[src/rtl/serial_sub_pkg.sv]
// Shared types and the borrow equation for the bit-serial subtractor.
// The borrow rule lives here so that the cell and any future users agree on it.
package serial_sub_pkg;

  typedef enum logic [1:0] {
    IDLE = 2'd0,
    BUSY = 2'd1,
    DONE = 2'd2
  } state_e;

  function automatic logic borrow_next(input logic a, input logic b, input logic br);
    return (~a & b) | (~a & br) | (b & br);
  endfunction

endpackage

[src/rtl/serial_sub_full_sub_bit.sv]
// Combinational 1-bit full subtractor: d = a - b - br, br_out = borrow out.
// Purely combinational, no latency, no flow control.
module full_sub_bit
  import serial_sub_pkg::*;
(
  input  logic a,
  input  logic b,
  input  logic br,
  output logic d,
  output logic br_out
);

  assign d      = a ^ b ^ br;
  assign br_out = borrow_next(a, b, br);

endmodule

[src/rtl/serial_sub.sv]
// Bit-serial a - b - bin, LSB first; result valid N_BITS clocks after accept, held until out_ready.
// Define SERIAL_SUB_OVF_EN to add the registered signed-overflow output ovf.
module serial_sub
  import serial_sub_pkg::*;
#(
  parameter int N_BITS = 4
) (
  input  logic              clk,
  input  logic              rst,
  input  logic              in_valid,
  output logic              in_ready,
  input  logic [N_BITS-1:0] a,
  input  logic [N_BITS-1:0] b,
  input  logic              bin,
  output logic              out_valid,
  input  logic              out_ready,
  output logic [N_BITS-1:0] diff,
`ifdef SERIAL_SUB_OVF_EN
  output logic              ovf,
`endif
  output logic              bout
);

  localparam int            CW   = $clog2(N_BITS + 1);
  localparam logic [CW-1:0] LAST = CW'(N_BITS - 1);

  state_e            state_q;
  logic [N_BITS-1:0] a_sr_q, b_sr_q, diff_sr_q;
  logic [N_BITS-1:0] diff_d;
  logic [CW-1:0]     count_q;
  logic              br_q, br_d, d_bit;
  logic              in_ready_q, out_valid_q, bout_q;
`ifdef SERIAL_SUB_OVF_EN
  logic              ovf_q;
`endif

  full_sub_bit u_cell (
    .a      (a_sr_q[0]),
    .b      (b_sr_q[0]),
    .br     (br_q),
    .d      (d_bit),
    .br_out (br_d)
  );

  // New bit enters at the MSB so that after N_BITS shifts bit 0 sits at the LSB.
  assign diff_d = (diff_sr_q >> 1) | (N_BITS'(d_bit) << (N_BITS - 1));

  always_ff @(posedge clk or posedge rst) begin
    if (rst) begin
      state_q     <= IDLE;
      a_sr_q      <= '0;
      b_sr_q      <= '0;
      diff_sr_q   <= '0;
      br_q        <= 1'b0;
      count_q     <= '0;
      in_ready_q  <= 1'b1;
      out_valid_q <= 1'b0;
      bout_q      <= 1'b0;
`ifdef SERIAL_SUB_OVF_EN
      ovf_q       <= 1'b0;
`endif
    end else begin
      case (state_q)
        IDLE: begin
          if (in_valid) begin
            a_sr_q     <= a;
            b_sr_q     <= b;
            br_q       <= bin;
            count_q    <= '0;
            in_ready_q <= 1'b0;
            state_q    <= BUSY;
          end
        end
        BUSY: begin
          a_sr_q    <= a_sr_q >> 1;
          b_sr_q    <= b_sr_q >> 1;
          br_q      <= br_d;
          diff_sr_q <= diff_d;
          count_q   <= count_q + CW'(1);
          if (count_q == LAST) begin
            state_q     <= DONE;
            out_valid_q <= 1'b1;
            bout_q      <= br_d;
`ifdef SERIAL_SUB_OVF_EN
            // br_q still holds the borrow into the sign bit here.
            ovf_q       <= br_q ^ br_d;
`endif
          end
        end
        DONE: begin
          if (out_ready) begin
            state_q     <= IDLE;
            out_valid_q <= 1'b0;
            in_ready_q  <= 1'b1;
          end
        end
        default: begin
          state_q     <= IDLE;
          in_ready_q  <= 1'b1;
          out_valid_q <= 1'b0;
        end
      endcase
    end
  end

  assign in_ready  = in_ready_q;
  assign out_valid = out_valid_q;
  assign diff      = diff_sr_q;
  assign bout      = bout_q;
`ifdef SERIAL_SUB_OVF_EN
  assign ovf       = ovf_q;
`endif

endmodule

[config.mk]
export PLATFORM = sky130hd
export DESIGN_NAME = serial_sub
export DESIGN_NICKNAME = d
export VERILOG_FILES = /design/src/rtl/serial_sub_pkg.sv /design/src/rtl/serial_sub_full_sub_bit.sv /design/src/rtl/serial_sub.sv
export SDC_FILE = /design/constraint.sdc
export NUM_CORES = 1
export LEC_CHECK = 0
export BUFFER_PORTS_ARGS = -buffer_cell sky130_fd_sc_hd__buf_2
export CAP_MARGIN = 30
export CELL_PAD_IN_SITES_DETAIL_PLACEMENT = 1
export CELL_PAD_IN_SITES_GLOBAL_PLACEMENT = 1
export CORE_UTILIZATION = 44
export CTS_BUF_LIST = sky130_fd_sc_hd__clkbuf_4 sky130_fd_sc_hd__clkbuf_8
export CTS_CLUSTER_SIZE = 8
export DETAILED_ROUTE_END_ITERATION = 6
export GPL_ROUTABILITY_DRIVEN = 0
export HOLD_SLACK_MARGIN = 0.12
export PLACE_DENSITY_LB_ADDON = 0.3
export SYNTH_ARGS = -nofsm -noshare
export SYNTH_HDL_FRONTEND = slang
export SYNTH_SLANG_ARGS = --single-unit
export TNS_END_PERCENT = 20
[constraint.sdc]
create_clock -name clk -period 2 [get_ports clk]
set_clock_uncertainty 0.2 [all_clocks]
set_input_delay 0.2 -clock clk [delete_from_list [all_inputs] [get_ports clk]]
set_output_delay 0.2 -clock clk [all_outputs]
set_load 0.02 [all_outputs]
==> qor.csv, run 1 <==
stage,metric,value,unit
finish,fillCellCount,232,
synthesis,yosysUniqueCellTypes,26,
worst_setup_path,crit_type,reg2reg,
worst_setup_path,arrival,1620,ps
sta,slew_viol_final,0,
sta,hold_ws,267,ps
global_route,grt_start_max_net_pins,22,
min_path,hold_class,in2async,
sta,setup_viol,0,
power_and_ir_drop,power_density,1490,nW/µm²
worst_setup_path,cp.required,2010,ps
detailed_routing,drc,0,
worst_setup_path,crit_top_cell,ha_1,
clock_network,ctsHoldBuffers,12,
synthesis,synth_edf_count,0,
finish,final_area,1240,µm²
flow_run,max-cap-violations,0,
global_route,grt_overflow,0,
finish,diodes,0,
place,dp.final_hpwl,1410,µm
floorplanning,core,2040,µm²
synthesis,synthCells,81,
worst_setup_path,cp_num_buf_inv,0,
synthesis,synth_ff_type,dfrtp_1,
worst_setup_path,max_stage_delay,420,ps
place,dpl_cell_area,1090,µm²
floorplanning,ios,20,
clock_network,cts-buffers-inserted,3,
synthesis,syn_nets,97,
clock_network,cts_repair_resize_count,0,
clock_network,clock_latency,310,ps
clock_network,htreeDepth,1,
run_status,status,"finished, final reports clean",
global_route,grt_usage,20.1,%
global_route,grt_first_pass_wirelength,3550,µm
worst_setup_path,end_kind,flop,
clock_network,clockBufferDepth,2,
floorplanning,num_rows,16,
worst_setup_path,cp-start-kind,flop,
sta,worst_pin_slew,511,ps
clock_network,cts_sinks,21,
worst_setup_path,path_max_fanout,3,
finish,drive_gt1_share,30.1,%
detailed_routing,firstDrtPassIters,4,
place,port_buffers,19,
worst_setup_path,path_delay_family,adder cells,
sta,fmax,621,MHz
detailed_routing,wl,2100,µm
sta,period_minus_slack,1610,ps
detailed_routing,drt_iter0_drc,12,
detailed_routing,vias,756,
power_and_ir_drop,peakVddDrop,784,µV
floorplanning,dieArea,2430,µm²
clock_network,clock-root-buffer,clkbuf_4,
clock_network,post_cts_buffers,0,
detailed_routing,vias_per_cell,5.40,
place,dp.cells,124,
floorplanning,die_h,49.3,µm
worst_setup_path,path_cells,ha_1 > ha_1 > nand3b_1 > mux2_2,
sta,finalCritPeriodShare,80.5,%
sta,rsz0062_at_grt,false,
synthesis,ys_ff_latch,21,
synthesis,yosysSeqAreaShare,53.4,%
finish,synthToLayoutAreaGrowth,26.0,%
sta,slew_headroom,65.9,%
synthesis,async_flop_share,100,%
sta,setup_tns,0,ps
floorplanning,die_w,49.3,µm
global_route,antenna_found_initial,0,
finish,final_cells,140,
power_and_ir_drop,p_leak,0.581,nW
clock_network,cts_tree,done,
clock_network,clkTransAtPathRegs,120,ps
floorplanning,start_util,48.3,%
detailed_routing,ant_nets,0,
finish,nets,130,
synthesis,synth.avg_cell_area,12.2,µm²
detailed_routing,wl_per_cell,15.0,µm
worst_setup_path,critPathSlowestCell,dfrtp_1,
global_route,grt_pass1_vias,797,
sta,timing.final.hold_violations,0,
synthesis,netlist_area,986,µm²
synthesis,ys_warn_count,0,
[metrics by stage]
stage               utilization [%]  total power (W)  setup WS (ps)
floorplan                         -          0.00143            500
global placement               53.6          0.00161            407
detailed placement             53.6          0.00165            397
CTS                            60.8          0.00189            381
global route                   60.8          0.00201            272
finish                         60.8          0.00186            390
[Yosys cell counts (all sizes together), types with 2 or more instances]
master  instances  share of area, %
mux2i           2               2.0
a221oi          5               4.4
nand2b          3               1.9
mux2            4               4.6
buf             6               4.3
nor2            2              0.76
nor3b           2               1.5
ha              2               2.5
dfrtp          20                51
inv            11               4.2
a21oi           2               1.0
a22o            4               3.6
nor4b           6               5.3
[sequential cells by signal (all words and copies together) (netlist names)]
name	flops
diff	4
br_q	1
state_q	2
b_sr_q	4
count_q	3
a_sr_q	4
bout	1
in_ready	1
out_valid	1
[layer usage]
metal	vias to the layer above	GRT usage (%)	wire length (µm)
met1	384	22.4	896
li1	356	-	-
met4	0	7.35	12
met5	-	0	0
met2	14	37.2	1130
met3	2	3.74	60
[final timing paths]
| kind | endpoint | startpoint | slack, ps | depth (start not counted) |
|---|---|---|---|---|
| worst max-delay path | bout$_DFFE_PP0P_ | count_q[0]$_DFFE_PP0P_ | 390 | 4 |
| worst min-delay path | diff[1]$_DFFE_PP0P_ | rst | 270 | 4 |
| worst max register to register | bout$_DFFE_PP0P_ | count_q[0]$_DFFE_PP0P_ | 390 | 4 |
| worst min register to register | in_ready$_DFFE_PP1P_ | in_ready$_DFFE_PP1P_ | 280 | 2 |
| max in group asynchronous | in_ready$_DFFE_PP1P_ | rst | 1060 | 4 |
| min in group clk | in_ready$_DFFE_PP1P_ | in_ready$_DFFE_PP1P_ | 280 | 2 |
[cell usage in the layout (no fill, tap or decap), drive strengths merged, types with 2 or more instances in the layout]
master,n
buf,22
ha,2
nor3b,2
a21oi,2
dfrtp,20
mux2,4
dlygate4sd3,12
inv,11
nand2b,3
clkbuf,3
nor2,2
mux2i,2
a22o,4
nor4b,6
a221oi,5
[power by group]
part	switching (W)	internal (W)
clock network	0.000134	0.0000746
registers	0.000156	0.000638
logic	0.000440	0.000414
total	0.000730	0.00113
[tightest hold or removal path, cell delays in order]
cell and delay, ps:
dlygate4sd3_1 540, buf_2 120, inv_1 40, buf_4 270
[cell families (layout without fill, tap and decap cells)]
kind of cell	count (synthesis)	after routing	synth area share, %
AO/OA/AOI/OAI	18	18	15.0
adder cells (fa/ha/maj)	3	3	4.57
buffers and inverters	17	49	8.50
flip-flops	21	21	53.4
multiplexers	6	6	6.60
AND/OR/NAND/NOR	16	16	11.9
[area by class of cell]
cell class	instances	area, µm²	area share [%]
clock buffer	3	22.5	1.81
clock inverter	1	5.00	0.403
inverter	11	41.3	3.32
multi-input combinational	43	375	30.2
sequential	21	527	42.4
tap	27	33.8	2.72
timing repair buffer	34	238	19.1
Note: power is estimated with default switching activity, not from simulation.
==> run 2: changes to the inputs <==
--- a/config.mk
+++ b/config.mk
@@ -9,7 +9,7 @@
 export CAP_MARGIN = 30
 export CELL_PAD_IN_SITES_DETAIL_PLACEMENT = 1
 export CELL_PAD_IN_SITES_GLOBAL_PLACEMENT = 1
-export CORE_UTILIZATION = 44
+export CORE_UTILIZATION = 40
 export CTS_BUF_LIST = sky130_fd_sc_hd__clkbuf_4 sky130_fd_sc_hd__clkbuf_8
 export CTS_CLUSTER_SIZE = 8
 export DETAILED_ROUTE_END_ITERATION = 6
==> constraint.sdc (replaced) <==
create_clock -name clk -period 1.3 [get_ports clk]
set_clock_uncertainty 0.2 [all_clocks]
set_input_delay 0.13 -clock clk [delete_from_list [all_inputs] [get_ports clk]]
set_output_delay 0.13 -clock clk [all_outputs]
set_load 0.02 [all_outputs]
==> run 2 against run 1 <==
Compared with the run above:
- the run now ends with setup timing left
- sequential share of layout area shrank 9.7 points
- flip-flop and latch count is the same
- cell area grew 30%
- highest routed layer unchanged
- sequential power grew 56%
- largest power group unchanged
- clock power grew 71%
- non-clock buffer count grew 19
- combinational power grew to 3.0 times the previous value
- critical endpoint unchanged
- die area grew 9.6%
- count of clock-buffer cells in the layout grew 1
- utilization grew 10 points
- critical path type unchanged
==> qor.csv, run 2 (synthesized netlist as in run 1, its figures left out) <==
stage,metric,value,unit,change
power_and_ir_drop,power_density,2550,nW/µm²,+71%
worst_setup_path,rr_worst_depth,4,,unchanged
place,dp.final_hpwl,1580,µm,+12%
sta,slew_viol_final,0,,unchanged
power_and_ir_drop,power_frac_seq,30.1,%,-13 points
min_path,hold_class,in2reg,,
global_route,grt_overflow,0,,unchanged
detailed_routing,wl,3670,µm,+74%
clock_network,htreeDepth,1,,unchanged
worst_setup_path,max_stage_delay,410,ps,about the same
global_route,antenna_found_initial,0,,unchanged
clock_network,clock-root-buffer,clkbuf_4,,
floorplanning,start_util,43.3,%,-5.0 points
worst_setup_path,path_max_fanout,2,,-1
floorplanning,ios,20,,unchanged
floorplanning,dieArea,2670,µm²,+9.6%
clock_network,clock_latency,310,ps,about the same
finish,final_cells,161,,+15%
run_status,violations,setup timing,,
sta,fmax,646,MHz,+4.1%
place,dp.cells,136,,+9.7%
clock_network,ctsHoldBuffers,11,,-1
detailed_routing,vias_per_cell,5.54,,+2.6%
global_route,grt_usage,25.1,%,+5.1 points
clock_network,clockBufferDepth,2,,unchanged
floorplanning,die_w,51.6,µm,+4.7%
worst_setup_path,path_delay_family,flip-flops,,
clock_network,clkTransAtPathRegs,130,ps,about the same
sta,finalCritPeriodShare,119,%,+39 points
sta,worst_pin_slew,285,ps,-226 ps
power_and_ir_drop,clockPowerShare,8.7,%,-2.5 points
finish,diodes,0,,unchanged
worst_setup_path,end_kind,flop,,
clock_network,cts_sinks,21,,unchanged
detailed_routing,drc,0,,unchanged
detailed_routing,wl_per_cell,22.8,µm,+52%
worst_setup_path,cp.required,1320,ps,-690 ps
power_and_ir_drop,combPwrFrac,61.3,%,+15 points
power_and_ir_drop,p_sw,0.00167,W,+130%
power_and_ir_drop,peakVddDrop,1610,µV,+110%
detailed_routing,firstDrtPassIters,4,,unchanged
sta,rsz0062_at_grt,true,,
global_route,grt_start_max_net_pins,22,,unchanged
clock_network,cts-buffers-inserted,3,,unchanged
finish,nets,150,,+15%
worst_setup_path,path_depth,4,,unchanged
clock_network,cts_tree,done,,
run_status,status,"finished, violations left",,
worst_setup_path,cp-start-kind,flop,,
detailed_routing,ant_nets,0,,unchanged
worst_setup_path,crit_type,reg2reg,,
power_and_ir_drop,p_leak,0.757,nW,+30%
power_and_ir_drop,swShare,40.6,%,+1.2 points
floorplanning,core,2280,µm²,+11%
worst_setup_path,critPathSlowestCell,dfrtp_1,,
sta,fin_ws,-247,ps,-637 ps
detailed_routing,drt_iter0_drc,20,,+8
floorplanning,die_h,51.6,µm,+4.7%
finish,final_cell_mix,"dfrtp_1, buf_2, buf_4",,
sta,period_minus_slack,1550,ps,-62.8 ps
finish,synthToLayoutAreaGrowth,64.1,%,
sta,timing.final.hold_violations,0,,unchanged
sta,slew_headroom,80.9,%,+15 points
sta,setup_viol,21,,+21
finish,drive_gt1_share,56.4,%,+26 points
floorplanning,num_rows,17,,+1
place,port_buffers,19,,unchanged
worst_setup_path,path_cells,ha_2 > ha_4 > nand3b_1 > mux2_4,,
worst_setup_path,cp_num_buf_inv,0,,unchanged
detailed_routing,vias,892,,+18%
global_route,grt_pass1_vias,933,,+17%
worst_setup_path,arrival,1560,ps,-60 ps
global_route,grt_first_pass_wirelength,4720,µm,+33%
flow_run,max-cap-violations,0,,unchanged
place,dp_slack,-180,ps,-577 ps
power_and_ir_drop,p_int,0.00245,W,+120%
min_path,hold_depth,3,,
## run 2: changes by cell type in the layout (fill, tap and decap cells not counted), sizes merged
cell / delta
clkbuf: +1
o21bai: +1
clkinv: -1
dlygate4sd3: -1
buf: +20
## run 2: cell type report
| cell class | count | area (µm²) |
|---|---|---|
| timing repair buffer | 53 | 423 |
| clock buffer | 4 | 30.0 |
| fill | 222 | 658 |
| multi-input combinational | 44 | 559 |
| tap | 28 | 35.0 |
| sequential | 21 | 529 |
| inverter | 11 | 41.3 |
## run 2: worst min-delay path, cell delays in order
cell and delay, ps:
buf_2 100, or4b_1 140, o221a_2 180
## run 2: routing by layer
metal / GRT usage, % / up-vias / routed length [µm]
li1: - / 397 / -
met3: 2.92 / 10 / 77
met4: 11.7 / 0 / 106
met1: 34.4 / 460 / 1500
met2: 39.6 / 25 / 1980
met5: 0 / - / 0
## run 2: worst paths after layout
| check | start | slack (ps) | to |
|---|---|---|---|
| max | count_q[1]$_DFFE_PP0P_ | -250 | bout$_DFFE_PP0P_ |
| min | bin | 70 | br_q$_DFFE_PP0P_ |
| max reg2reg | count_q[1]$_DFFE_PP0P_ | -250 | bout$_DFFE_PP0P_ |
| min reg2reg | diff[0]$_DFFE_PP0P_ | 330 | diff[0]$_DFFE_PP0P_ |
| max in group asynchronous | rst | 390 | in_ready$_DFFE_PP1P_ |
| min in group asynchronous | rst | 240 | diff[3]$_DFFE_PP0P_ |
## run 2: power by group through the flow
stage                     clock network, W  registers [W]  logic, W
final                             0.000357        0.00124   0.00253
after detailed placement                 0        0.00120   0.00160
after global routing              0.000381        0.00128   0.00268
after CTS                         0.000351        0.00120   0.00200
after floorplan                          0        0.00127  0.000969
after global placement                   0        0.00117   0.00155
## run 2: per-stage QoR
stage | area, µm² | power, W | hold slack [ps] | utilization [%] | setup TNS, ps
final | 1620 | 0.00413 | 69.6 | 71.1 | -2190
after floorplan | 1000 | 0.00224 | -94.2 | - | -490
after detailed placement | 1200 | 0.00280 | -21.9 | 52.6 | -2140
after global placement | 1200 | 0.00272 | -30.0 | 52.6 | -1270
after CTS | 1490 | 0.00354 | -15.3 | 65.3 | -1410
after global routing | 1620 | 0.00434 | 78.6 | 71.1 | -2800
## run 2: what timing repair did
action	4_1_cts	5_1_grt
hold endpoints to repair	34	1
buffers inserted	3	6
pin swaps	6	6
gates resized for setup	27	16
setup endpoints to repair	22	22
cloned	0	1
